==> src/rtl/anode_scan_driver.sv <==
// Time-multiplexed anode scanner for a 4-digit display.
// Each digit owns a slot of REFRESH_DIV cycles, the first BLANK_CYCLES of which are dark
// to stop ghosting. Displayed values are double-buffered and only swapped at a frame
// boundary, so a frame never shows a mix of old and new digits.
module anode_scan_driver #(
  parameter int unsigned REFRESH_DIV  = 100000,
  parameter int unsigned BLANK_CYCLES = 1000
) (
  input  logic       clk,
  input  logic       rst_n,
  input  logic       en,
  input  logic       load,
  input  logic [7:0] YInput,
  input  logic [3:0] operation,
  output logic [3:0] anode,
  output logic [7:0] YDisp,
  output logic [3:0] opDisp,
  output logic       frame_tick
);

  localparam int unsigned CntW = (REFRESH_DIV > 1) ? $clog2(REFRESH_DIV) : 1;
  localparam logic [CntW-1:0] CntMax = CntW'(REFRESH_DIV - 1);

  logic            en_q;
  logic [CntW-1:0] cnt_q, cnt_d;
  logic [1:0]      idx_q, idx_d;
  logic            slot_end, frame_end;
  logic            in_blank;

  logic            pending_q, pending_d;
  logic [7:0]      shadow_y_q, shadow_y_d;
  logic [3:0]      shadow_op_q, shadow_op_d;
  logic [7:0]      ydisp_q, ydisp_d;
  logic [3:0]      opdisp_q, opdisp_d;
  logic            frame_tick_q;

  // Dead-time window; a zero-length window needs no comparator at all.
  if (BLANK_CYCLES == 0) begin : g_no_blank
    assign in_blank = 1'b0;
  end else begin : g_blank
    assign in_blank = (cnt_q < CntW'(BLANK_CYCLES));
  end

  // Scan position: counter runs only while the registered enable is high.
  always_comb begin
    slot_end  = en_q && (cnt_q == CntMax);
    frame_end = slot_end && (idx_q == 2'd3);
    cnt_d     = cnt_q;
    idx_d     = idx_q;
    if (en_q) begin
      cnt_d = slot_end ? '0 : cnt_q + 1'b1;
    end
    if (slot_end) begin
      idx_d = idx_q + 2'd1;
    end
  end

  // Double buffer: loads park in the shadow until the frame ends, except a load on the
  // boundary cycle itself, which is already frame-aligned and goes straight through.
  always_comb begin
    pending_d   = pending_q;
    shadow_y_d  = shadow_y_q;
    shadow_op_d = shadow_op_q;
    ydisp_d     = ydisp_q;
    opdisp_d    = opdisp_q;
    if (frame_end) begin
      pending_d = 1'b0;
      if (load) begin
        ydisp_d  = YInput;
        opdisp_d = operation;
      end else if (pending_q) begin
        ydisp_d  = shadow_y_q;
        opdisp_d = shadow_op_q;
      end
    end else if (load) begin
      shadow_y_d  = YInput;
      shadow_op_d = operation;
      pending_d   = 1'b1;
    end
  end

  // State registers with synchronous active-low reset.
  always_ff @(posedge clk) begin
    if (!rst_n) begin
      en_q         <= 1'b0;
      cnt_q        <= '0;
      idx_q        <= 2'd0;
      pending_q    <= 1'b0;
      shadow_y_q   <= 8'h00;
      shadow_op_q  <= 4'h0;
      ydisp_q      <= 8'h00;
      opdisp_q     <= 4'h0;
      frame_tick_q <= 1'b0;
    end else begin
      en_q         <= en;
      cnt_q        <= cnt_d;
      idx_q        <= idx_d;
      pending_q    <= pending_d;
      shadow_y_q   <= shadow_y_d;
      shadow_op_q  <= shadow_op_d;
      ydisp_q      <= ydisp_d;
      opdisp_q     <= opdisp_d;
      frame_tick_q <= frame_end;
    end
  end

  // Anode decode from registered state only, so inputs never reach the pins directly.
  always_comb begin
    anode = 4'b1111;
    if (en_q && !in_blank) begin
      unique case (idx_q)
        2'd0: anode = 4'b1110;
        2'd1: anode = 4'b1101;
        2'd2: anode = 4'b1011;
        2'd3: anode = 4'b0111;
        default: anode = 4'b1111;
      endcase
    end
  end

  assign YDisp      = ydisp_q;
  assign opDisp     = opdisp_q;
  assign frame_tick = frame_tick_q;

endmodule

==> config.mk <==
export PLATFORM = sky130hd
export DESIGN_NAME = anode_scan_driver
export DESIGN_NICKNAME = d
export VERILOG_FILES = /design/src/rtl/anode_scan_driver.sv
export SDC_FILE = /design/constraint.sdc
export NUM_CORES = 1
export LEC_CHECK = 0
export ABC_AREA = 1
export BUFFER_PORTS_ARGS = -buffer_cell sky130_fd_sc_hd__buf_2
export CORE_AREA = 10 10 63 117
export CTS_BUF_LIST = sky130_fd_sc_hd__clkbuf_2 sky130_fd_sc_hd__clkbuf_4 sky130_fd_sc_hd__clkbuf_8
export CTS_CLUSTER_SIZE = 14
export DETAILED_ROUTE_END_ITERATION = 6
export DIE_AREA = 0 0 73 127
export PLACE_DENSITY = 0.6
export SLEW_MARGIN = 20
export SYNTH_ARGS = -nofsm -noshare
export SYNTH_HDL_FRONTEND = slang
export SYNTH_SLANG_ARGS = --single-unit
==> constraint.sdc <==
create_clock -name clk -period 1.8 [get_ports clk]
set_clock_uncertainty 0.15 [all_clocks]
set_input_delay 0.18 -clock clk [delete_from_list [all_inputs] [get_ports clk]]
set_output_delay 0.18 -clock clk [all_outputs]
set_load 0.005 [all_outputs]
==> After elaboration in Yosys (flattened, before gate mapping) <==
Index checks and enable logic that the tools add are counted.
{ "classes": {"n_addsub": 2, "magnitude_cmp": 1, "n_eq_ne": 4, "muxes": 7, "bitwise": 2, "n_reduce_logical": 9} }
{ "ops": {"columns": ["operator", "n"], "rows": [
  ["17-bit by 1-bit adder with 17-bit output (second input constant)", 1],
  ["17-bit == test (second input constant)", 1],
  ["17-bit by 10-bit less-than comparator with 1-bit output (second input constant)", 1],
  ["17-bit two-way mux", 1],
  ["8-bit two-way mux", 2],
  ["4-bit one-hot mux with 4 select lines", 1],
  ["4-bit two-way mux", 3],
  ["2-bit == test (second input constant)", 2],
  ["2-bit AND reduction", 2],
  ["1-bit logical AND", 3],
  ["2-bit by 1-bit adder with 2-bit output (second input constant)", 1],
  ["2-bit by 1-bit == test with 1-bit output (second input constant)", 1],
  ["2-bit zero test", 1],
  ["1-bit inverter", 2],
  ["2-bit nonzero test", 1],
  ["2-bit OR reduction", 1],
  ["1-bit zero test", 1]
]} }
{ "totals": {"ff_bits": 46, "in_bits": 16, "out_inout_bits": 17, "wordCells": 34} }

==> Logic depth before layout (Yosys ltp) <==
{ "depth": {"word_depth": 5, "ltp_mapped": 9, "depth_no_buf": 8} }

==> Least setup slack after synthesis <==
Ideal clock, no wire load.
{ "synth_path": {"kind": "register to register", "startpoint": "register cnt_q[0]", "endpoint": "register ydisp_q[3] (netlist: YDisp[3])", "setup_ps": 113, "t_arrival_ps": 1326, "t_required_ps": 1537, "slack_ps": 211, "path_stages_with_launch": 10, "n_path_buf": 1, "synth_period_minus_slack_ps": 1589, "path_cell_list": "dfxtp_1 > ha_1 > nand3_1 > nor2_4 > inv_1 > nor2_2 > buf_4 > nand4_1 > nand2_1 > nor2_1"} }
{ "synth_between": {"elab_chain_len": 4} }
{ "synth_lines": {"columns": ["item", "line_no", "text"], "rows": [
  ["start, declared", "25", "logic [CntW-1:0] cnt_q, cnt_d;"],
  ["start signal, assigned", "96", "cnt_q <= cnt_d;"],
  ["17-bit == test", "46", "slot_end = en_q && (cnt_q == CntMax);"],
  ["1-bit logical AND", "46", null],
  ["1-bit logical AND", "47", "frame_end = slot_end && (idx_q == 2'd3);"],
  ["2-bit AND reduction (no source line)", null, null],
  ["end signal, assigned", "101", "ydisp_q <= ydisp_d;"],
  ["end, declared", "33", "logic [7:0] ydisp_q, ydisp_d;"]
]} }
Every way passes these cells.
A chain may end at the register's enable or synchronous reset.

==> Worst setup path in the final report <==
{ "layout_path": {"startpoint": "register cnt_q[6]", "endpoint": "output port anode[1]"} }
{ "layout_between": {"elab_chain_len": 4} }
{ "layout_lines": {"columns": ["item", "line_no", "text"], "rows": [
  ["17-bit by 10-bit less-than comparator with 1-bit output", "41", "assign in_blank = (cnt_q < CntW'(BLANK_CYCLES));"],
  ["1-bit zero test", "110", "if (en_q && !in_blank) begin"],
  ["1-bit logical AND", "110", null],
  ["4-bit two-way mux", "110", null],
  ["end, declared", "15", "output logic [3:0] anode,"]
]} }
Every way passes these cells.

==> impl_metrics.xml <==
<?xml version="1.0" encoding="UTF-8"?>
<metrics>
  <group name="logic_synthesis">
    <metric name="netlist_instances" unit="">339</metric>
    <metric name="synth_nets" unit="">361</metric>
    <metric name="synth.avg_cell_area" unit="sq um">6.939</metric>
    <metric name="number_of_enable_flip_flop_cells_after_synthesis" unit="">0</metric>
    <metric name="yosysWarnings" unit="">0</metric>
    <metric name="cell_variety_after_synth" unit="">26</metric>
    <metric name="synth.top_cells.by_area" unit="">sky130_fd_sc_hd__dfxtp_1 (39%), sky130_fd_sc_hd__nand2_1 (11%), sky130_fd_sc_hd__nor2_1 (11%)</metric>
    <metric name="mappedNetlistArea" unit="sq um">2352</metric>
    <metric name="synth_top_flop_cell" unit="">sky130_fd_sc_hd__dfxtp_1</metric>
    <metric name="synth_sequential_area_ratio" unit="">0.3915</metric>
    <metric name="synth_largest_type_area_fraction" unit="">0.3915</metric>
    <metric name="synthArstFlopShare" unit="">0</metric>
    <metric name="cell_accounting_for_the_most_synthesized_area" unit="">sky130_fd_sc_hd__dfxtp_1</metric>
    <metric name="synth_seq_cells" unit="">46</metric>
  </group>
  <group name="pwr">
    <metric name="max-vdd-ir-drop" unit="mV">0.5853</metric>
    <metric name="cell_area_power_density" unit="nW/um^2">625.8</metric>
    <metric name="leakage_dissipation" unit="nW">1.352</metric>
  </group>
  <group name="worst_setup_path">
    <metric name="path_cells" unit="">nand2_4, nor2_4, o211ai_1, a31oi_2, nand2_1, buf_2</metric>
    <metric name="critPathTopFamily" unit="">flip-flops</metric>
    <metric name="timing.critical_path.fanout_max" unit="">4</metric>
    <metric name="number_of_buffers_and_inverters_on_the_critical_path" unit="">1</metric>
    <metric name="timing.critical_path.to_type" unit="">output pin</metric>
    <metric name="max_stage_delay_on_crit_path" unit="ps">360</metric>
    <metric name="critical_path_class" unit="">reg2out</metric>
    <metric name="crit_slowest_cell" unit="">sky130_fd_sc_hd__dfxtp_2</metric>
    <metric name="critical_path.startpoint_type" unit="">flip-flop</metric>
    <metric name="cp_data_required_time" unit="ps">1470</metric>
    <metric name="critical_path_arrival" unit="ps">1420</metric>
  </group>
  <group name="placement">
    <metric name="placed_cell_area" unit="sq um">2650</metric>
    <metric name="gp_congestion" unit="">0.8651</metric>
    <metric name="dp.final_hpwl" unit="microns">4068</metric>
    <metric name="io_buffers" unit="">32</metric>
  </group>
  <group name="route">
    <metric name="antenna_violating_nets_post_route" unit="">0</metric>
    <metric name="detail_route.wirelength" unit="microns">5439</metric>
    <metric name="first_pass_iters" unit="">4</metric>
    <metric name="vias" unit="">2207</metric>
    <metric name="dr.first_iter.drc_count" unit="">76</metric>
    <metric name="remaining_drc_errors" unit="">0</metric>
    <metric name="wire_per_inst" unit="microns">12.17</metric>
    <metric name="drt-vias-per-instance" unit="">4.937</metric>
  </group>
  <group name="global_routing">
    <metric name="use_met3" unit="">0.03023</metric>
    <metric name="grt_start_max_net_pins" unit="">21</metric>
    <metric name="globalRoute.totalOverflow" unit="">0</metric>
    <metric name="grt.busiest_layer" unit="">met2</metric>
    <metric name="initial_antenna_violation_count" unit="">0</metric>
    <metric name="groute.layer.met2.usage" unit="">0.1815</metric>
    <metric name="met1_capacity_usage_during_global_routing" unit="">0.1500</metric>
    <metric name="grt_pass1_vias" unit="">2084</metric>
    <metric name="grt_first_pass_wirelength" unit="microns">9239</metric>
    <metric name="overall_track_demand_over_capacity_in_global_routing" unit="">0.1162</metric>
  </group>
  <group name="clock_tree">
    <metric name="cts-htree-levels" unit="">2</metric>
    <metric name="clk_transition_reported_paths" unit="ps">80</metric>
    <metric name="cts_tree" unit="">built</metric>
    <metric name="numCtsBuffers" unit="">5</metric>
    <metric name="tritoncts_num_sinks" unit="">46</metric>
    <metric name="clock_tree.root_cell" unit="">sky130_fd_sc_hd__clkbuf_8</metric>
    <metric name="clock_latency" unit="ps">290</metric>
    <metric name="ctsLongestPathBuffers" unit="">2</metric>
  </group>
  <group name="min_path">
    <metric name="min-delay-path-class" unit="">in2reg</metric>
  </group>
  <group name="cells_and_area">
    <metric name="inserted_diodes" unit="">0</metric>
    <metric name="post_route_cells_drive_above_1_share" unit="">0.2150</metric>
    <metric name="post-route-cell-area" unit="sq um">2860</metric>
    <metric name="fin_nets" unit="">408</metric>
    <metric name="layout_stage_area_growth_over_the_synthesis_result" unit="%">21.60</metric>
    <metric name="layout.filler_cells" unit="">563</metric>
    <metric name="multiInputGateArea" unit="sq um">1240</metric>
    <metric name="layout.core_utilization" unit="">0.5142</metric>
    <metric name="layout.area.seq" unit="sq um">929.6</metric>
  </group>
  <group name="timing">
    <metric name="post-route-period-util" unit="">0.9729</metric>
    <metric name="setup_repair_after_global_routing_missed_its_margin" unit="">yes</metric>
    <metric name="hold_viol" unit="">0</metric>
    <metric name="report.final.setup_viol" unit="">0</metric>
    <metric name="timing_worst_slew_pin_value" unit="ps">345.4</metric>
    <metric name="fmaxAchievable" unit="MHz">571.0</metric>
    <metric name="finalHoldWorstSlack" unit="ps">71.69</metric>
    <metric name="max-slew-margin-rel" unit="">0.7697</metric>
    <metric name="final_period_minus_worst_setup_slack" unit="ps">1751</metric>
    <metric name="final-max-slew-violation-count" unit="">0</metric>
  </group>
  <group name="floorplanning">
    <metric name="placeable_core_region" unit="sq um">5563</metric>
    <metric name="floorplan.initialDensity" unit="">0.4229</metric>
    <metric name="io-pin-count" unit="">33</metric>
    <metric name="num_rows" unit="">39</metric>
    <metric name="design.die.area" unit="sq um">9271</metric>
    <metric name="die_x" unit="microns">73</metric>
    <metric name="floorplan.die.height" unit="microns">127</metric>
  </group>
  <group name="run_status">
    <metric name="status" unit="">finished clean</metric>
  </group>
  <group name="flow_run">
    <metric name="max_cap_viol_count" unit="">0</metric>
  </group>
</metrics>
## worst register-to-register path, delay by kind of cell, from the launching register on
kind | cells | cell delay, ps
fa+ha+maj | 1 | 170
buf+inv | 2 | 270
flops | 1 | 360
simple gates | 6 | 660
## path summary, 6_finish.rpt
check	startpoint	to	slack [ps]	cells past startpoint
setup / recovery	cnt_q[6]$_SDFFE_PN0P_	anode[1]	50	6
hold / removal	operation[1]	shadow_op_q[1]$_SDFFE_PN0P_	70	5
setup reg to reg	cnt_q[0]$_SDFFE_PN0P_	YDisp[3]$_SDFFE_PN0P_	90	9
hold reg to reg	YDisp[1]$_SDFFE_PN0P_	YDisp[1]$_SDFFE_PN0P_	330	2
## cells in the mapped netlist (3+ instances only)
master,count
sky130_fd_sc_hd__a21oi_1,15
sky130_fd_sc_hd__buf_2,4
sky130_fd_sc_hd__buf_4,3
sky130_fd_sc_hd__clkbuf_1,6
sky130_fd_sc_hd__dfxtp_1,46
sky130_fd_sc_hd__ha_1,6
sky130_fd_sc_hd__inv_1,43
sky130_fd_sc_hd__mux2i_1,12
sky130_fd_sc_hd__nand2_1,67
sky130_fd_sc_hd__nand3_1,24
sky130_fd_sc_hd__nand4_1,15
sky130_fd_sc_hd__nor2_1,67
sky130_fd_sc_hd__nor3_1,7
sky130_fd_sc_hd__o21ai_0,8
## layer usage
layer  part of all wire  routed length [microns]
met1               0.47                     2579
met2               0.46                     2490
met3              0.052                      284
met4              0.015                       84
met5                  0                        0
## cell usage in the layout (no fill, tap or decap)
master / synthesis / final
sky130_fd_sc_hd__xor2_1: 1 / 1
sky130_fd_sc_hd__clkinv_2: 0 / 2
sky130_fd_sc_hd__nor3b_1: 2 / 2
sky130_fd_sc_hd__a31oi_2: 0 / 1
sky130_fd_sc_hd__inv_2: 0 / 1
sky130_fd_sc_hd__clkbuf_8: 0 / 5
sky130_fd_sc_hd__buf_6: 1 / 1
sky130_fd_sc_hd__nand2_1: 67 / 64
sky130_fd_sc_hd__nand3_2: 1 / 2
sky130_fd_sc_hd__clkbuf_16: 0 / 1
sky130_fd_sc_hd__o21ai_0: 8 / 8
sky130_fd_sc_hd__dlygate4sd3_1: 0 / 1
sky130_fd_sc_hd__nor2_4: 2 / 5
sky130_fd_sc_hd__nor3_1: 7 / 7
sky130_fd_sc_hd__nand2_4: 0 / 1
sky130_fd_sc_hd__buf_12: 0 / 2
sky130_fd_sc_hd__buf_2: 4 / 32
sky130_fd_sc_hd__dfxtp_2: 0 / 7
sky130_fd_sc_hd__inv_1: 43 / 42
sky130_fd_sc_hd__mux2i_1: 12 / 12
sky130_fd_sc_hd__ha_1: 6 / 6
sky130_fd_sc_hd__nand4_4: 1 / 1
sky130_fd_sc_hd__dfxtp_1: 46 / 39
sky130_fd_sc_hd__a31oi_1: 2 / 1
sky130_fd_sc_hd__o211ai_1: 1 / 1
sky130_fd_sc_hd__nor2_2: 2 / 2
sky130_fd_sc_hd__a21oi_1: 15 / 15
sky130_fd_sc_hd__buf_4: 3 / 17
sky130_fd_sc_hd__nand3_1: 24 / 23
sky130_fd_sc_hd__nand3b_1: 1 / 1
sky130_fd_sc_hd__nand2_2: 1 / 3
sky130_fd_sc_hd__a211oi_1: 1 / 1
sky130_fd_sc_hd__nand4_1: 15 / 15
sky130_fd_sc_hd__nor2_1: 67 / 64
## what timing repair did
item | in CTS | in global routing
pin swaps | 6 | 9
resized for setup | 8 | 13
setup buffers | 3 | 2
endpoints found under the hold margin | 1 | 0
cloned | 0 | 1
hold buffers | 1 | 0
endpoints found under the setup margin | 4 | 29
## registers in the layout, summed over array words and instances (netlist names)
name and flops:
YDisp 8, cnt_q 17, en_q 1, frame_tick 1, idx_q 2, opDisp 4
pending_q 1, shadow_op_q 4, shadow_y_q 8
## where the power goes
part           switching [mW]  internal [mW]  total, mW
logic                  0.0880         0.0641      0.152
clock network           0.323          0.261      0.584
registers              0.0130           1.04       1.05
total                   0.424           1.37       1.79
## stage by stage
stage               power [mW]  cells  setup TNS [ps]  worst slack [ps]
global route             1.892    447          -290.5            -72.14
detailed placement       1.228    433               0             99.40
finish                   1.790    447               0             48.71
global placement         1.222    433               0             167.3
floorplan                1.175    339               0             211.3
CTS                      1.822    444          -4.652            -4.652
## layout make-up
type / instances / area share
Tap cell: 61 / 0.02668
Clock buffer: 5 / 0.02406
Clock inverter: 2 / 0.003500
Sequential cell: 46 / 0.3250
Inverter: 43 / 0.05643
Multi-Input combinational cell: 236 / 0.4335
Timing Repair Buffer: 54 / 0.1308
## kinds of logic (layout without fill, tap and decap cells)
group	count (synthesis)	in the layout	synth area share
AOI/OAI and AO/OA	27	27	0.06064
xor gates and xnor gates	1	1	0.003724
adders and majority gates	6	6	0.03191
buffers and inverters	57	104	0.1011
DFF	46	46	0.3915
muxes	12	12	0.05107
and+or+nand+nor	190	190	0.3601
(Power assumes the default switching activity.)
